## config.mk

```make
export PLATFORM = sky130hd
export DESIGN_NAME = zigbee_phase_chip_demod_flat
export DESIGN_NICKNAME = d
export VERILOG_FILES = /design/src/rtl/zigbee_demod_pkg.sv /design/src/rtl/zigbee_phase_chip_demod_if.sv /design/src/rtl/zigbee_phase_diff.sv /design/src/rtl/zigbee_phase_chip_demod.sv /design/src/flat_wrapper.sv
export SDC_FILE = /design/constraint.sdc
export NUM_CORES = 1
export LEC_CHECK = 0
export CAP_MARGIN = 20
export CORE_MARGIN = 5
export CORE_UTILIZATION = 47
export CTS_BUF_LIST = sky130_fd_sc_hd__clkbuf_16
export DETAILED_ROUTE_END_ITERATION = 10
export HOLD_SLACK_MARGIN = 0.08
export PLACE_DENSITY_LB_ADDON = 0.05
export SLEW_MARGIN = 20
export SYNTH_ARGS = -nofsm -noshare
export SYNTH_HDL_FRONTEND = slang
export SYNTH_SLANG_ARGS = --single-unit
```

## constraint.sdc

```tcl
create_clock -name clk -period 5.1 [get_ports clk]
set_input_delay 0.51 -clock clk [delete_from_list [all_inputs] [get_ports clk]]
set_output_delay 0.51 -clock clk [all_outputs]
set_load 0.02 [all_outputs]
```

## src/rtl/zigbee_demod_pkg.sv

```systemverilog
// rtl/zigbee_demod_pkg.sv - shared types, constants and sizing helper for the Zigbee phase demodulator
// Contents:
//   phase_t          default-width signed phase word (full circle = 2^16)
//   state_t          demodulator FSM states {IDLE, RUN}
//   CHIPS_PER_SYMBOL chips packed into one correlator word
//   acc_size()       integrator width that holds SPC worst-case deltas
`timescale 1ns/1ps
package zigbee_demod_pkg;

    localparam int CHIPS_PER_SYMBOL = 32;

    typedef logic signed [15:0] phase_t;

    typedef enum logic {
        IDLE = 1'b0,
        RUN  = 1'b1
    } state_t;

    function automatic int acc_size(input int w_size, input int spc);
        return w_size + $clog2(spc);
    endfunction

endpackage

```

## src/rtl/zigbee_phase_chip_demod_if.sv

```systemverilog
// rtl/zigbee_phase_chip_demod_if.sv - sample-in / chip-and-word-out bundle for the phase demodulator
// Signals:
//   win, validIn, syncIn               phase sample, its valid, realignment strobe (toward demod)
//   chipOut, chipValid, accOut         sliced chip, its pulse, integrated phase (from demod)
//   wordOut, wordValid                 packed chip word and its pulse (from demod)
// Modports: master = upstream/consumer side, slave = demodulator side.
`timescale 1ns/1ps
interface zigbee_phase_chip_demod_if
    import zigbee_demod_pkg::*;
#(
    parameter int W_SIZE = 16,
    parameter int SPC    = 4,
    parameter int CHIPS  = CHIPS_PER_SYMBOL
);
    localparam int ACC_SIZE = acc_size(W_SIZE, SPC);

    logic signed [W_SIZE-1:0]   win;
    logic                       validIn;
    logic                       syncIn;
    logic                       chipOut;
    logic                       chipValid;
    logic signed [ACC_SIZE-1:0] accOut;
    logic [CHIPS-1:0]           wordOut;
    logic                       wordValid;

    modport master (
        output win, validIn, syncIn,
        input  chipOut, chipValid, accOut, wordOut, wordValid
    );

    modport slave (
        input  win, validIn, syncIn,
        output chipOut, chipValid, accOut, wordOut, wordValid
    );

endinterface

```

## src/rtl/zigbee_phase_diff.sv

```systemverilog
// rtl/zigbee_phase_diff.sv - holds the previous phase and forms the wrapped difference to the current one
// Ports:
//   clk, rst   clock, asynchronous active-high reset
//   i_phase    current phase sample
//   i_load     capture i_phase as the new previous phase
//   o_delta    i_phase - previous phase, modulo 2^W_SIZE (combinational)
`timescale 1ns/1ps
module zigbee_phase_diff #(
    parameter int W_SIZE = 16
) (
    input  logic                     clk,
    input  logic                     rst,
    input  logic signed [W_SIZE-1:0] i_phase,
    input  logic                     i_load,
    output logic signed [W_SIZE-1:0] o_delta
);

    logic signed [W_SIZE-1:0] r_prev;

    always_ff @(posedge clk or posedge rst) begin
        if (rst) begin
            r_prev <= '0;
        end else if (i_load) begin
            r_prev <= i_phase;
        end
    end

    // Subtracting in W_SIZE bits makes the +pi/-pi seam wrap naturally,
    // so a small forward step across the seam stays a small positive delta.
    assign o_delta = i_phase - r_prev;

endmodule

```

## src/rtl/zigbee_phase_chip_demod.sv

```systemverilog
// rtl/zigbee_phase_chip_demod.sv - differential phase demod: integrate per chip, slice, pack chip words
// Ports:
//   clk, rst   clock, asynchronous active-high reset
//   bus        zigbee_phase_chip_demod_if.slave (win/validIn/syncIn in; chip and word results out)
`timescale 1ns/1ps
module zigbee_phase_chip_demod
    import zigbee_demod_pkg::*;
#(
    parameter int W_SIZE = 16,
    parameter int SPC    = 4,
    parameter int CHIPS  = CHIPS_PER_SYMBOL
) (
    input  logic                     clk,
    input  logic                     rst,
    zigbee_phase_chip_demod_if.slave bus
);

    localparam int ACC_SIZE = acc_size(W_SIZE, SPC);
    localparam int SW       = (SPC > 1) ? $clog2(SPC) : 1;
    localparam int CW       = $clog2(CHIPS);
    localparam logic [SW-1:0] SAMP_LAST = SW'(SPC - 1);
    localparam logic [CW-1:0] CHIP_LAST = CW'(CHIPS - 1);

    state_t                     r_state;
    state_t                     w_state_next;
    logic signed [ACC_SIZE-1:0] r_acc;
    logic [SW-1:0]              r_samp_cnt;
    logic [CW-1:0]              r_chip_cnt;
    logic [CHIPS-1:0]           r_shreg;
    logic                       r_chip_out;
    logic                       r_chip_valid;
    logic signed [ACC_SIZE-1:0] r_acc_out;
    logic [CHIPS-1:0]           r_word_out;
    logic                       r_word_valid;

    logic signed [W_SIZE-1:0]   w_delta;
    logic signed [ACC_SIZE-1:0] w_acc_next;
    logic                       w_chip_bit;
    logic [CHIPS-1:0]           w_word_next;
    logic                       w_accum;
    logic                       w_chip_emit;
    logic                       w_word_emit;

    // prev tracks every valid sample, including the priming sample in IDLE
    // and a sample that arrives together with syncIn.
    zigbee_phase_diff #(
        .W_SIZE (W_SIZE)
    ) u_phase_diff (
        .clk     (clk),
        .rst     (rst),
        .i_phase (bus.win),
        .i_load  (bus.validIn),
        .o_delta (w_delta)
    );

    assign w_acc_next = r_acc + ACC_SIZE'(w_delta);
    assign w_chip_bit = ~w_acc_next[ACC_SIZE-1];   // zero slices to 1

    always_ff @(posedge clk or posedge rst) begin
        if (rst) begin
            r_state <= IDLE;
        end else begin
            r_state <= w_state_next;
        end
    end

    always_comb begin
        w_state_next = r_state;
        w_accum      = 1'b0;
        w_chip_emit  = 1'b0;
        w_word_emit  = 1'b0;
        w_word_next  = r_shreg;
        w_word_next[r_chip_cnt] = w_chip_bit;
        case (r_state)
            IDLE: begin
                if (bus.validIn) begin
                    w_state_next = RUN;
                end
            end
            RUN: begin
                // syncIn outranks emission: a realigning sample only reprimes prev.
                if (bus.validIn && !bus.syncIn) begin
                    w_accum = 1'b1;
                    if (r_samp_cnt == SAMP_LAST) begin
                        w_chip_emit = 1'b1;
                        if (r_chip_cnt == CHIP_LAST) begin
                            w_word_emit = 1'b1;
                        end
                    end
                end
            end
            default: w_state_next = IDLE;
        endcase
    end

    always_ff @(posedge clk or posedge rst) begin
        if (rst) begin
            r_acc        <= '0;
            r_samp_cnt   <= '0;
            r_chip_cnt   <= '0;
            r_shreg      <= '0;
            r_chip_out   <= 1'b0;
            r_chip_valid <= 1'b0;
            r_acc_out    <= '0;
            r_word_out   <= '0;
            r_word_valid <= 1'b0;
        end else begin
            r_chip_valid <= w_chip_emit;
            r_word_valid <= w_word_emit;
            if (bus.syncIn) begin
                r_acc      <= '0;
                r_samp_cnt <= '0;
                r_chip_cnt <= '0;
                r_shreg    <= '0;
            end else if (w_accum) begin
                if (w_chip_emit) begin
                    r_acc      <= '0;
                    r_samp_cnt <= '0;
                    r_chip_out <= w_chip_bit;
                    r_acc_out  <= w_acc_next;
                    if (w_word_emit) begin
                        r_word_out <= w_word_next;
                        r_shreg    <= '0;
                        r_chip_cnt <= '0;
                    end else begin
                        r_shreg    <= w_word_next;
                        r_chip_cnt <= r_chip_cnt + CW'(1);
                    end
                end else begin
                    r_acc      <= w_acc_next;
                    r_samp_cnt <= r_samp_cnt + SW'(1);
                end
            end
        end
    end

    assign bus.chipOut   = r_chip_out;
    assign bus.chipValid = r_chip_valid;
    assign bus.accOut    = r_acc_out;
    assign bus.wordOut   = r_word_out;
    assign bus.wordValid = r_word_valid;

endmodule
```

## src/flat_wrapper.sv

```systemverilog
// flat-port wrapper written by rule: the top's interface ports become plain ports
module zigbee_phase_chip_demod_flat import zigbee_demod_pkg::*;
#(
    parameter int W_SIZE = 16,
    parameter int SPC    = 4,
    parameter int CHIPS  = CHIPS_PER_SYMBOL
)
  (clk, rst, bus_win, bus_validIn, bus_syncIn, bus_chipOut, bus_chipValid, bus_accOut, bus_wordOut, bus_wordValid);
  zigbee_phase_chip_demod_if #(.W_SIZE(W_SIZE), .SPC(SPC), .CHIPS(CHIPS)) bus_i ();
  input  logic clk;
  input  logic rst;
  input wire logic [$bits(bus_i.win)-1:0] bus_win;
  input wire logic [$bits(bus_i.validIn)-1:0] bus_validIn;
  input wire logic [$bits(bus_i.syncIn)-1:0] bus_syncIn;
  output wire logic [$bits(bus_i.chipOut)-1:0] bus_chipOut;
  output wire logic [$bits(bus_i.chipValid)-1:0] bus_chipValid;
  output wire logic [$bits(bus_i.accOut)-1:0] bus_accOut;
  output wire logic [$bits(bus_i.wordOut)-1:0] bus_wordOut;
  output wire logic [$bits(bus_i.wordValid)-1:0] bus_wordValid;
  assign bus_i.win = bus_win;
  assign bus_i.validIn = bus_validIn;
  assign bus_i.syncIn = bus_syncIn;
  assign bus_chipOut = bus_i.chipOut;
  assign bus_chipValid = bus_i.chipValid;
  assign bus_accOut = bus_i.accOut;
  assign bus_wordOut = bus_i.wordOut;
  assign bus_wordValid = bus_i.wordValid;
  zigbee_phase_chip_demod #(.W_SIZE(W_SIZE), .SPC(SPC), .CHIPS(CHIPS)) u_core (.clk(clk), .rst(rst), .bus(bus_i));
endmodule
```

==> impl_metrics.prom <==
# TYPE chip_impl_metric gauge
chip_impl_metric{name="max-vdd-ir-drop",unit="V"} 0.000386
chip_impl_metric{name="globalplace.congestion",unit=""} 0.871
chip_impl_metric{name="vias_per_cell",unit=""} 5.59
chip_impl_metric{name="detail_route.iter0.violations",unit=""} 543
chip_impl_metric{name="total_of_warnings_raised_by_yosys",unit=""} 0
chip_impl_metric{name="tritoncts.num_buffers",unit=""} 17
chip_impl_metric{name="synth_sequential_area_ratio",unit=""} 0.434
chip_impl_metric{name="wire_length_of_the_first_global_routing_pass",unit="µm"} 29600
chip_impl_metric{name="ios",unit=""} 73
chip_impl_metric{name="finalHoldViolCount",unit=""} 0
chip_impl_metric{name="floorplan.die.width",unit="µm"} 135
chip_impl_metric{name="drt.antenna.violating_nets",unit=""} 0
chip_impl_metric{name="critPathRequiredTime",unit="ns"} 5.40
chip_impl_metric{name="clock.fmax",unit="MHz"} 214
chip_impl_metric{name="synth-async-reset-ratio",unit=""} 1.00
chip_impl_info{name="clockRootBuffer",value="sky130_fd_sc_hd__clkbuf_16"} 1
chip_impl_metric{name="worst_pin_slew",unit="ns"} 1.02
chip_impl_info{name="outcome",value="complete, no violations"} 1
chip_impl_metric{name="fill_cells",unit=""} 1305
chip_impl_metric{name="report.power.total",unit="mW"} 3.74
chip_impl_metric{name="clk_path_buf_depth",unit=""} 2
chip_impl_metric{name="p_sw",unit="mW"} 1.36
chip_impl_metric{name="cts_htree_levels",unit=""} 4
chip_impl_info{name="rsz0062_at_grt",value="false"} 1
chip_impl_metric{name="core_area",unit="µm²"} 15300
chip_impl_metric{name="hold_slack",unit="ns"} 0.475
chip_impl_metric{name="place.port_buffers",unit=""} 72
chip_impl_metric{name="cap_violations",unit=""} 0
chip_impl_metric{name="die_h",unit="µm"} 135
chip_impl_metric{name="report.final.setup_viol",unit=""} 0
chip_impl_metric{name="totalWireLength",unit="µm"} 17700
chip_impl_metric{name="drt_pass1_iterations",unit=""} 5
chip_impl_metric{name="cts_setup_buffers",unit=""} 0
chip_impl_info{name="postSynth.topFlopCell",value="sky130_fd_sc_hd__dfrtp_1"} 1
chip_impl_metric{name="power_density",unit="nW/µm²"} 426
chip_impl_info{name="class_of_the_most_critical_hold_timing_path",value="reg2reg"} 1
chip_impl_metric{name="final-max-slew-violation-count",unit=""} 0
chip_impl_metric{name="finClkSkew",unit="ns"} 0.00910
chip_impl_metric{name="synth.distinct_cells",unit=""} 53
chip_impl_metric{name="synthesis.instances",unit=""} 774
chip_impl_metric{name="antenna_found_initial",unit=""} 0
chip_impl_metric{name="clock-sinks",unit=""} 127
chip_impl_metric{name="power.share.sequential",unit=""} 0.316
chip_impl_info{name="end_kind",value="register"} 1
chip_impl_metric{name="insertion_delay",unit="ns"} 0.42
chip_impl_metric{name="via_count_of_the_first_global_routing_pass",unit=""} 5675
chip_impl_info{name="leading_cell_types_in_the_layout_fill_and_taps_excluded",value="127 x sky130_fd_sc_hd__dfrtp_1, 95 x sky130_fd_sc_hd__nand2_1, 81 x sky130_fd_sc_hd__a21oi_1, 72 x sky130_fd_sc_hd__clkdlybuf4s50_1, 55 x sky130_fd_sc_hd__o21ai_0"} 1
chip_impl_metric{name="worstPathMaxFanout",unit=""} 36
chip_impl_metric{name="mappedNetlistNets",unit=""} 834
chip_impl_metric{name="power_frac_comb",unit=""} 0.382
chip_impl_info{name="path_class",value="in2reg"} 1
chip_impl_info{name="layout_commonest_cell",value="sky130_fd_sc_hd__dfrtp_1"} 1
chip_impl_metric{name="post_synth.cell_area_avg",unit="µm²"} 9.46
chip_impl_metric{name="detailed_route_wire_length_per_cell",unit="µm"} 16.9
chip_impl_metric{name="diode_count",unit=""} 0
chip_impl_metric{name="effective_utilization_at_floorplan",unit=""} 0.480
chip_impl_metric{name="netlist_area",unit="µm²"} 7320
chip_impl_metric{name="power_leakage",unit="nW"} 4.02
chip_impl_metric{name="clock_power_share",unit=""} 0.302
chip_impl_info{name="crit_path_start_kind",value="input pin"} 1
chip_impl_metric{name="grt.total_usage",unit=""} 0.201
chip_impl_metric{name="synth_edf_count",unit=""} 0
chip_impl_metric{name="worst_ep_arrival_time",unit="ns"} 4.99
chip_impl_metric{name="syn_to_final_growth",unit="%"} 19.7
chip_impl_metric{name="post-route-min-period",unit="ns"} 4.68
chip_impl_metric{name="hold_buffers",unit=""} 0
chip_impl_metric{name="vias",unit=""} 5872
chip_impl_metric{name="drcViolationCount",unit=""} 0
chip_impl_metric{name="grt_max_degree",unit=""} 65
chip_impl_metric{name="fp-row-count",unit=""} 45
chip_impl_metric{name="internal_power",unit="mW"} 2.38
chip_impl_metric{name="yosys_reg_bits",unit=""} 127
chip_impl_metric{name="grt.overflow.total",unit=""} 0
chip_impl_metric{name="num-nets-final",unit=""} 889
chip_impl_metric{name="slew_headroom",unit=""} 0.318
chip_impl_metric{name="clk_pin_slew_worst_paths",unit="ns"} 0.05
chip_impl_metric{name="post_route_cells_drive_above_1_share",unit=""} 0.120
chip_impl_metric{name="floorplan_die_area",unit="µm²"} 18200
chip_impl_info{name="tritoncts",value="yes"} 1
chip_impl_metric{name="power.switching_fraction",unit=""} 0.364
chip_impl_metric{name="post-dp-hpwl",unit="µm"} 11900
chip_impl_metric{name="layout_worst_path_cycle_share",unit=""} 0.918
final timing paths:
check	depth (start not counted)	slack, ns	start	endpoint
hold reg to reg	2	0.47	u_core.r_shreg[28]	u_core.r_shreg[28]
min in group asynchronous	2	0.54	rst	u_core.bus.accOut[17]
max in group asynchronous	3	3.60	rst	u_core.r_shreg[17]
hold / removal	2	0.47	u_core.r_shreg[28]	u_core.r_shreg[28]
setup / recovery	20	0.42	bus_win[0]	u_core.r_shreg[24]
setup reg to reg	18	0.66	u_core.u_phase_diff.r_prev[0]	u_core.r_shreg[24]
power by group through the flow:
stage	clock network (mW)	registers, mW	logic (mW)
after floorplan	0	1.25	0.946
after global placement	0	1.20	1.39
after detailed placement	0	1.20	1.41
after CTS	1.15	1.18	1.42
after global routing	1.20	1.20	1.55
final	1.13	1.18	1.43
synthesized netlist by cell type, types with 5 or more instances:
| library cell | n | area [µm²] |
|---|---|---|
| sky130_fd_sc_hd__dfrtp_1 | 127 | 3180 |
| sky130_fd_sc_hd__nand2_1 | 96 | 360 |
| sky130_fd_sc_hd__a21oi_1 | 82 | 410 |
| sky130_fd_sc_hd__o21ai_0 | 55 | 275 |
| sky130_fd_sc_hd__inv_1 | 46 | 173 |
| sky130_fd_sc_hd__o31ai_2 | 39 | 488 |
| sky130_fd_sc_hd__and3_1 | 38 | 238 |
| sky130_fd_sc_hd__clkbuf_1 | 38 | 143 |
| sky130_fd_sc_hd__ha_1 | 38 | 475 |
| sky130_fd_sc_hd__o31ai_1 | 24 | 180 |
| sky130_fd_sc_hd__nand3_1 | 22 | 110 |
| sky130_fd_sc_hd__nor2_1 | 21 | 78.8 |
| sky130_fd_sc_hd__xnor2_1 | 16 | 140 |
| sky130_fd_sc_hd__a22o_1 | 11 | 96.3 |
| sky130_fd_sc_hd__mux2_2 | 11 | 124 |
| sky130_fd_sc_hd__nor2b_1 | 11 | 68.8 |
| sky130_fd_sc_hd__a21o_1 | 10 | 75.1 |
| sky130_fd_sc_hd__xor2_1 | 8 | 70.1 |
| sky130_fd_sc_hd__nor3_1 | 7 | 35.0 |
| sky130_fd_sc_hd__o32ai_1 | 7 | 61.3 |
| sky130_fd_sc_hd__nand2b_1 | 5 | 31.3 |
| sky130_fd_sc_hd__o211ai_1 | 5 | 37.5 |
per-layer routing:
metal,vias to the layer above,global-route usage,wire [µm]
met1,2833,0.315,9380
met5,-,0,0
met3,21,0.0425,704
li1,2877,-,-
met2,141,0.278,7410
met4,0,0.0594,221
worst max-delay path, stage by stage:
cell	delay, ns
sky130_fd_sc_hd__clkdlybuf4s50_1	0.47
sky130_fd_sc_hd__inv_1	0.04
sky130_fd_sc_hd__ha_1	0.21
sky130_fd_sc_hd__fa_1	0.41
sky130_fd_sc_hd__nor2b_1	0.12
sky130_fd_sc_hd__o21ai_0	0.11
sky130_fd_sc_hd__a21boi_1	0.21
sky130_fd_sc_hd__o21ai_0	0.12
sky130_fd_sc_hd__o21ai_0	0.23
sky130_fd_sc_hd__a221oi_1	0.15
sky130_fd_sc_hd__xnor2_1	0.16
sky130_fd_sc_hd__ha_1	0.34
sky130_fd_sc_hd__a21oi_1	0.23
sky130_fd_sc_hd__a21boi_0	0.18
sky130_fd_sc_hd__o311ai_0	0.35
sky130_fd_sc_hd__a21oi_1	0.12
sky130_fd_sc_hd__nor2_1	0.12
sky130_fd_sc_hd__xnor3_2	0.34
sky130_fd_sc_hd__buf_12	0.21
sky130_fd_sc_hd__o32ai_1	0.32
cells by family (layout without fill, tap and decap cells):
| group | after synthesis | after routing | synth area share |
|---|---|---|---|
| flip-flops | 127 | 127 | 0.434 |
| AND/OR/NAND/NOR | 215 | 215 | 0.139 |
| buffers and inverters | 94 | 159 | 0.0530 |
| multiplexers | 12 | 12 | 0.0183 |
| XOR/XNOR | 25 | 25 | 0.0318 |
| adder cells (fa/ha/maj) | 40 | 40 | 0.0704 |
| AO/OA/AOI/OAI | 261 | 261 | 0.254 |
sequential cells by signal (all words and copies together), names as in the netlist:
signal                      count
u_core.r_state                  1
u_core.r_chip_cnt               5
u_core.bus.chipValid            1
u_core.r_acc                   18
u_core.r_shreg                 32
u_core.bus.wordValid            1
u_core.bus.accOut              18
u_core.bus.wordOut             32
u_core.r_samp_cnt               2
u_core.bus.chipOut              1
u_core.u_phase_diff.r_prev     16
final cells by class:
class / count / area [µm²] / area share
well taps: 211 / 264 / 0.0301
clock buffers: 17 / 425 / 0.0485
clock inverters: 12 / 105 / 0.0120
multi-input cells: 553 / 3770 / 0.430
inverters: 46 / 175 / 0.0200
repair buffers: 84 / 848 / 0.0967
flip-flops and latches: 127 / 3180 / 0.362
per-stage QoR:
step	std cells	worst slack [ns]	utilization	TNS (ns)	cell area [µm²]
finish	1050	0.417	0.575	0	8770
global route	1050	0.00711	0.575	0	8770
CTS	1050	0.376	0.574	0	8760
detailed placement	1021	-0.0287	0.540	-0.0287	8230
global placement	1021	0.168	0.539	0	8230
floorplan	774	0.940	-	0	7320
timing repair:
action | CTS | global route
gates resized for setup | 0 | 1
setup endpoints to repair | 0 | 14
endpoints found under the hold margin | 0 | 0
Note: power is estimated with default switching activity, not from simulation.
